### src/rtl/wb_pkg.sv
// Shared definitions for the writeback stage: FSM states, load type codes, zero register.
package wb_pkg;

  typedef enum logic [1:0] {
    IDLE      = 2'd0,
    WAIT_LOAD = 2'd1,
    DRAIN     = 2'd2
  } wb_state_e;

  localparam logic [2:0] LOAD_B  = 3'd0;
  localparam logic [2:0] LOAD_H  = 3'd1;
  localparam logic [2:0] LOAD_W  = 3'd2;
  localparam logic [2:0] LOAD_BU = 3'd4;
  localparam logic [2:0] LOAD_HU = 3'd5;

  localparam int unsigned ZERO_REG = 0;

endpackage

### src/rtl/writeback_stage_load_align.sv
// load_align: picks the byte/half lane of a load word (big-endian lanes) and extends it.
module load_align
  import wb_pkg::*;
#(
  parameter int unsigned DATA_W = 32
) (
  input  logic [2:0]        load_type,
  input  logic [1:0]        byte_addr,
  input  logic [DATA_W-1:0] rsp_data,
  output logic [DATA_W-1:0] aligned_data
);

  logic [7:0]  byte_sel;
  logic [15:0] half_sel;

  always_comb begin
    // Lane 0 is the most significant byte; halves round the address down.
    byte_sel = rsp_data[DATA_W - 8 - 8 * int'(byte_addr) +: 8];
    half_sel = byte_addr[1] ? rsp_data[15:0] : rsp_data[31:16];
    case (load_type)
      LOAD_B:  aligned_data = {{(DATA_W-8){byte_sel[7]}}, byte_sel};
      LOAD_BU: aligned_data = {{(DATA_W-8){1'b0}}, byte_sel};
      LOAD_H:  aligned_data = {{(DATA_W-16){half_sel[15]}}, half_sel};
      LOAD_HU: aligned_data = {{(DATA_W-16){1'b0}}, half_sel};
      default: aligned_data = rsp_data;
    endcase
  end

endmodule

### src/rtl/writeback_stage.sv
// WB pipe stage: commits ALU results and load responses to the register file, one write per cycle.
// Optional WB_SUBWORD_LOAD_EN enables byte/half load selection and extension.
module writeback_stage
  import wb_pkg::*;
#(
  parameter int unsigned DATA_W     = 32,
  parameter int unsigned REG_ADDR_W = 5,
  parameter int unsigned RETIRE_W   = 32
) (
  input  logic                  clk,
  input  logic                  rstN,
  input  logic                  memValid,
  output logic                  memReady,
  input  logic                  memRegWrite,
  input  logic                  memIsLoad,
  input  logic [REG_ADDR_W-1:0] memDestReg,
  input  logic [DATA_W-1:0]     memAluResult,
  input  logic [2:0]            memLoadType,
  input  logic                  flush,
  input  logic                  loadRspValid,
  input  logic [DATA_W-1:0]     loadRspData,
  output logic                  regWriteSignal,
  output logic [REG_ADDR_W-1:0] writeRegNumber,
  output logic [DATA_W-1:0]     writeData,
  output logic                  wbStall,
  output logic                  fwdValid,
  output logic [REG_ADDR_W-1:0] fwdRegNumber,
  output logic [DATA_W-1:0]     fwdData,
  output logic [RETIRE_W-1:0]   retireCount,
  output logic                  loadRspErr
);

  wb_state_e             state_q, state_d;
  logic                  wr_en_q, wr_en_d;
  logic [REG_ADDR_W-1:0] wr_addr_q, wr_addr_d;
  logic [DATA_W-1:0]     wr_data_q, wr_data_d;
  logic [RETIRE_W-1:0]   retire_q, retire_d;
  logic                  err_q, err_d;
  logic [REG_ADDR_W-1:0] ld_dest_q, ld_dest_d;
  logic                  ld_we_q, ld_we_d;
  logic [DATA_W-1:0]     load_data;

`ifdef WB_SUBWORD_LOAD_EN
  logic [2:0] ld_type_q, ld_type_d;
  logic [1:0] ld_addr_q, ld_addr_d;

  load_align #(.DATA_W(DATA_W)) u_load_align (
    .load_type   (ld_type_q),
    .byte_addr   (ld_addr_q),
    .rsp_data    (loadRspData),
    .aligned_data(load_data)
  );
`else
  logic unused_load_type;
  assign unused_load_type = ^memLoadType;
  assign load_data        = loadRspData;
`endif

  always_comb begin
    state_d   = state_q;
    wr_en_d   = 1'b0;
    wr_addr_d = wr_addr_q;
    wr_data_d = wr_data_q;
    retire_d  = retire_q;
    err_d     = err_q;
    ld_dest_d = ld_dest_q;
    ld_we_d   = ld_we_q;
`ifdef WB_SUBWORD_LOAD_EN
    ld_type_d = ld_type_q;
    ld_addr_d = ld_addr_q;
`endif
    case (state_q)
      IDLE: begin
        if (loadRspValid) err_d = 1'b1;
        if (memValid) begin
          if (memIsLoad) begin
            ld_dest_d = memDestReg;
            ld_we_d   = memRegWrite;
`ifdef WB_SUBWORD_LOAD_EN
            ld_type_d = memLoadType;
            ld_addr_d = memAluResult[1:0];
`endif
            state_d   = WAIT_LOAD;
          end else begin
            retire_d = retire_q + RETIRE_W'(1);
            if (memRegWrite && memDestReg != REG_ADDR_W'(ZERO_REG)) begin
              wr_en_d   = 1'b1;
              wr_addr_d = memDestReg;
              wr_data_d = memAluResult;
            end
          end
        end
      end
      WAIT_LOAD: begin
        // Flush beats a same-cycle response; only a flush with no response needs DRAIN.
        if (flush) begin
          state_d = loadRspValid ? IDLE : DRAIN;
        end else if (loadRspValid) begin
          retire_d = retire_q + RETIRE_W'(1);
          if (ld_we_q && ld_dest_q != REG_ADDR_W'(ZERO_REG)) begin
            wr_en_d   = 1'b1;
            wr_addr_d = ld_dest_q;
            wr_data_d = load_data;
          end
          state_d = IDLE;
        end
      end
      DRAIN: begin
        if (loadRspValid) state_d = IDLE;
      end
      default: state_d = IDLE;
    endcase
  end

  always_ff @(posedge clk or negedge rstN) begin
    if (!rstN) begin
      state_q   <= IDLE;
      wr_en_q   <= 1'b0;
      wr_addr_q <= '0;
      wr_data_q <= '0;
      retire_q  <= '0;
      err_q     <= 1'b0;
      ld_dest_q <= '0;
      ld_we_q   <= 1'b0;
`ifdef WB_SUBWORD_LOAD_EN
      ld_type_q <= '0;
      ld_addr_q <= '0;
`endif
    end else begin
      state_q   <= state_d;
      wr_en_q   <= wr_en_d;
      wr_addr_q <= wr_addr_d;
      wr_data_q <= wr_data_d;
      retire_q  <= retire_d;
      err_q     <= err_d;
      ld_dest_q <= ld_dest_d;
      ld_we_q   <= ld_we_d;
`ifdef WB_SUBWORD_LOAD_EN
      ld_type_q <= ld_type_d;
      ld_addr_q <= ld_addr_d;
`endif
    end
  end

  assign memReady       = rstN && (state_q == IDLE);
  assign wbStall        = (state_q != IDLE);
  assign regWriteSignal = wr_en_q;
  assign writeRegNumber = wr_addr_q;
  assign writeData      = wr_data_q;
  assign fwdValid       = wr_en_q;
  assign fwdRegNumber   = wr_addr_q;
  assign fwdData        = wr_data_q;
  assign retireCount    = retire_q;
  assign loadRspErr     = err_q;

endmodule

### config.mk
export PLATFORM = sky130hd
export DESIGN_NAME = writeback_stage
export DESIGN_NICKNAME = d
export VERILOG_FILES = /design/src/rtl/wb_pkg.sv /design/src/rtl/writeback_stage_load_align.sv /design/src/rtl/writeback_stage.sv
export SDC_FILE = /design/constraint.sdc
export NUM_CORES = 1
export LEC_CHECK = 0
export ABC_AREA = 1
export BUFFER_PORTS_ARGS = -buffer_cell sky130_fd_sc_hd__buf_4
export CAP_MARGIN = 5
export CORE_UTILIZATION = 46
export CTS_BUF_LIST = sky130_fd_sc_hd__clkbuf_8
export DETAILED_ROUTE_END_ITERATION = 8
export GPL_ROUTABILITY_DRIVEN = 0
export PLACE_DENSITY = 0.77
export SYNTH_ARGS = -nofsm -noshare
export SYNTH_HDL_FRONTEND = slang
export SYNTH_HIERARCHICAL = 1
export SYNTH_SLANG_ARGS = --single-unit
### constraint.sdc
create_clock -name clk -period 1.9 [get_ports clk]
set_clock_uncertainty 0.05 [all_clocks]
set_input_delay 0.19 -clock clk [delete_from_list [all_inputs] [get_ports clk]]
set_output_delay 0.19 -clock clk [all_outputs]
set_load 0.1 [all_outputs]
# Word level (Yosys, flattened, before mapping)
# Cells that the tools add are included.
# word_totals
ff_bits	79
input_bits	79
elab_cells	63
# op_classes
add_sub_neg	1
n_eq_ne	9
muxes	32
reduce_logical	13
# ops
operator	n
$mux W32	10
$pmux W32 S2	2
$add A32 B1 Y32 const B	1
$mux W5	6
$ne A2 B2 Y1 const B	7
$mux W2	5
$pmux W5 S2	1
$reduce_bool A5 Y1	2
$reduce_and A7 Y1	1
$mux W1	6
$pmux W2 S3	1
$reduce_and A5 Y1	1
$reduce_and A2 Y1	2
$reduce_bool A2 Y1	2
$logic_and A1 B1 Y1	3
$reduce_and A3 Y1	1
$eq A2 B1 Y1 const B	1
$eq A2 B2 Y1 const B	1
$logic_not A2 Y1	1
$pmux W1 S2	1

# Longest topological paths before layout
# logic_depth
word_depth	6
mapped_depth	10

# Least setup slack after synthesis
# No wires, ideal clock.
# synth_timing
path_type	register -> output
startpoint	register state_q[0]
endpoint	output port memReady
t_arrival_ps	2134
t_required_ps	1660
path_slack_ps	-474
stages_incl_launch_ff	4
path_buffers	0
path_cell_list	dfrtp_1 > nor2_4 > inv_2 > nor2_1
# synth_via
elab_chain_len	2
# synth_lines
item	line	rtl
start, declared	writeback_stage.sv:33	wb_state_e state_q, state_d;
start signal, assigned	writeback_stage.sv:130	state_q <= state_d;
$logic_not A2 Y1	writeback_stage.sv:145	assign memReady = rstN && (state_q == IDLE);
$logic_and A1 B1 Y1	writeback_stage.sv:145	
end, declared	writeback_stage.sv:13	output logic memReady,
# No other way between the ends.

# Worst setup path in the final report
# layout_timing
startpoint	register retire_q[1] (netlist: retireCount[1])
endpoint	register retire_q[18] (netlist: retireCount[18])
# layout_via
elab_chain_len	4
word_cells_on_any_way	6
# layout_lines
item	line	rtl
start, declared	writeback_stage.sv:37	logic [RETIRE_W-1:0] retire_q, retire_d;
start signal, assigned	writeback_stage.sv:134	retire_q <= retire_d;
$add A32 B1 Y32 (*)	writeback_stage.sv:85, writeback_stage.sv:99	
$mux W32 (on tied branches)	writeback_stage.sv:98, writeback_stage.sv:76	
$mux W32 (on tied branches)	writeback_stage.sv:96, writeback_stage.sv:75	
$pmux W32 S2 (*)	writeback_stage.sv:72	case (state_q)
# Mark *: on every way between the ends. The rest lies on a longest branch, timed or not. The select of a mux whose other input is x is not followed.
# A chain may end at the register's enable or synchronous reset.

==> metrics.txt <==
Slew Viols, Final=0; leading cell type in the layout, fill and taps excluded=nand2_1; GRT Resource Usage Total=24.61%; Vias/cell=4.894; Synth area leaders=dfrtp_1 (44%), nand2_1 (23%), buf_4 (7.5%); Util after Layout=63.64%; Cells after Synth=622; largest family of logic cells by synthesized area=simple AND/OR/NAND/NOR gates; Buffers & Inverters on Critical Path=0; Cells on Worst Hold Path=2; share of cells above drive strength 1=approximately a third; Worst R2R Start=retireCount[1]; hold_sp=memRegWrite; initial antenna violation count=0; area post-placement=5749 um^2; H-tree Lvls=3; Req. time, crit path=between 2 and 2.5 ns; die height=101.0 um; Layout Nets=approximately 850; Crit path top cell by count=nand2_1; Worst path max stage delay=0.44 ns; simple-gate portion of the synthesized area=between 30% and 40%; port buffer count=between 150 and 200; crit-path cells=ha_1 > nand2_1 > nor2_2 > nand2_1 > nor2_2 > nand2_1 > o21ai_0 > nand2_1; Yosys warnings=6; Post-synth EDFFs=0; CP Launch Type=flip-flop; DIE AREA=10190 um^2; delay-heaviest family, CP=simple AND/OR/NAND/NOR gates; Synth Area in Adders=0.2777%; drt initial violations=approximately 160; Final Hold Viols=0; worst-margin pin slew=~0.83 ns; Starting Density=48.08%; Sink Count=79; register area share after synthesis=about 44%; syn avg cell area=7.244 um^2; post-CTS setup buffer count=0; CTS tree=done; count of final setup violators=0; Crit. End Element=flip-flop; Compound-Gate Fraction of Synth Area=2.249%; largest net degree at the start of global routing=66; Arrival @ worst endpoint=1.89 ns; Final min period=1.712 ns; Max Clock Freq=584.2 MHz; Min-Delay Path Class=input pin to flip-flop; CTS clock-pin slew for the worst setup and hold paths=0.09 ns; cts bufs inserted=9; drt drc=0; Netlist Area Pre-Place=4506 um^2; relative slew slack=44.82%; most frequent cells in the layout=nand2_1 (271), buf_4 (192), dfrtp_1 (58); I/O pins=190; fin crit share=90.10%; Post-Place Setup Slack=0.1237 ns; Cell variety after synth=27; Clock Tree Root=clkbuf_8; DR vias=4414; predominant post-synthesis flop cell=dfrtp_1; hpwl dp=8909 um; Yosys reg bits=between 70 and 80; status=completed; mux contribution to synthesized area=less than 1%; Reg2Reg Depth=8; Area Growth Syn to Fin=32.38%; Mapped Nets=702; flop2flop setup slack=0.19 ns; row cnt=35; CP Max Fanout=5; Critical R2R Capture=retireCount[18]; leading area contributor after synthesis=dfrtp_1; Max Cap Viol=0; slowest library cell on the worst path=dfrtp_4; Max Root-Sink Buffers=2; worst min-delay path endpoint=ld_we_q; Core Area=9371 um^2; Synth Area in XOR/XNOR=3.110%; Detail Route Antenna Nets=0; Die Span X=101.0 um; Setup WS post-layout=0.1882 ns; router iterations before antenna repair=5; fraction of registers with async set/reset=100.0%; first-pass GRT wire length=around 20000 um; design area=5964 um^2; number of global-route vias before repair=4168; RSZ-0062 raised after global routing=false; WL per Instance=13.45 um; Yosys top cell area share=43.88%; Diodes inserted=0; drt total wl=12130 um; Clock Latency Late Sink=0.35 ns; total grt overflow=0; Setup CP Type=flip-flop to flip-flop
cell type report:
class / instances / area (um^2)
clock buffer: 9 / 123.9
clock inverter: 7 / 66.31
fill: 863 / 3407
inverter: 41 / 153.9
multi-input combinational: 442 / 1969
sequential: 79 / 2008
tap: 129 / 161.4
timing repair buffer: 195 / 1481
metal layers:
layer	routed length (um)	up-vias	track usage, %	part of all wire, %
li1	-	2182	-	-
met2	6070	158	42.73	50
met3	637	12	3.814	5.3
met4	118	0	6.912	0.97
met5	0	-	0	0
met1	5305	2062	31.89	44
stage by stage:
stage | hold slack, ns | setup TNS (ns) | cells
after floorplan | -0.1556 | -0.002925 | 622
after global placement | 0.01349 | 0 | 884
after detailed placement | 0.01333 | 0 | 884
after CTS | 0.03906 | 0 | 902
after global routing | 0.03773 | 0 | 902
final | 0.04332 | 0 | 902
sequential cells by signal, indices dropped and copies added (netlist names):
register,flops
state_q,2
retireCount,32
fwdValid,1
ld_dest_q,5
loadRspErr,1
fwdRegNumber,5
fwdData,32
ld_we_q,1
cell families after synthesis:
| family | Yosys count |
|---|---|
| AND/OR/NAND/NOR | 405 |
| AO/OA/AOI/OAI | 19 |
| adder cells (fa/ha/maj) | 1 |
| multiplexers | 1 |
| buffers and inverters | 101 |
| XOR/XNOR | 16 |
| flip-flops | 79 |
Yosys cell counts, types with 5 or more instances:
cell     count
a21oi_1      6
nor2_4       5
buf_4       45
nor3_1       5
inv_1       37
xor2_1      10
o21ai_0     11
xnor2_1      6
buf_2        9
nand3_1     56
nand2_1    271
nand4_1     10
dfrtp_1     79
nor2_1      51
worst max path at each step:
| stage | depth (start not counted) | end | start | slack, ns |
|---|---|---|---|---|
| 4_1_cts | 8 | retireCount[18] | retireCount[1] | 0.08 |
| 2_1_floorplan | 3 | memReady | state_q[0] | -0.003 |
| 6_report | 8 | retireCount[18] | retireCount[1] | 0.19 |
| 3_3_place_gp | 8 | retireCount[18] | retireCount[1] | 0.16 |
| 5_1_grt | 6 | retireCount[23] | state_q[1] | 0.03 |
| 3_5_place_dp | 8 | retireCount[18] | retireCount[1] | 0.12 |
timing repair:
action,CTS,global route
hold buffers,2,0
endpoints found under the hold margin,15,0
gates resized for setup,0,2
setup endpoints to repair,0,2
worst register-to-register path, cell delays in order (launching register included):
cell and delay [ns]:
dfrtp_4 0.44, ha_1 0.19, nand2_1 0.08, nor2_2 0.19
nand2_1 0.16, nor2_2 0.19, nand2_1 0.08, o21ai_0 0.16
nand2_1 0.06
Power is not shown: default switching activity piles up to over one toggle a cycle in this logic, so the estimate is an artifact.
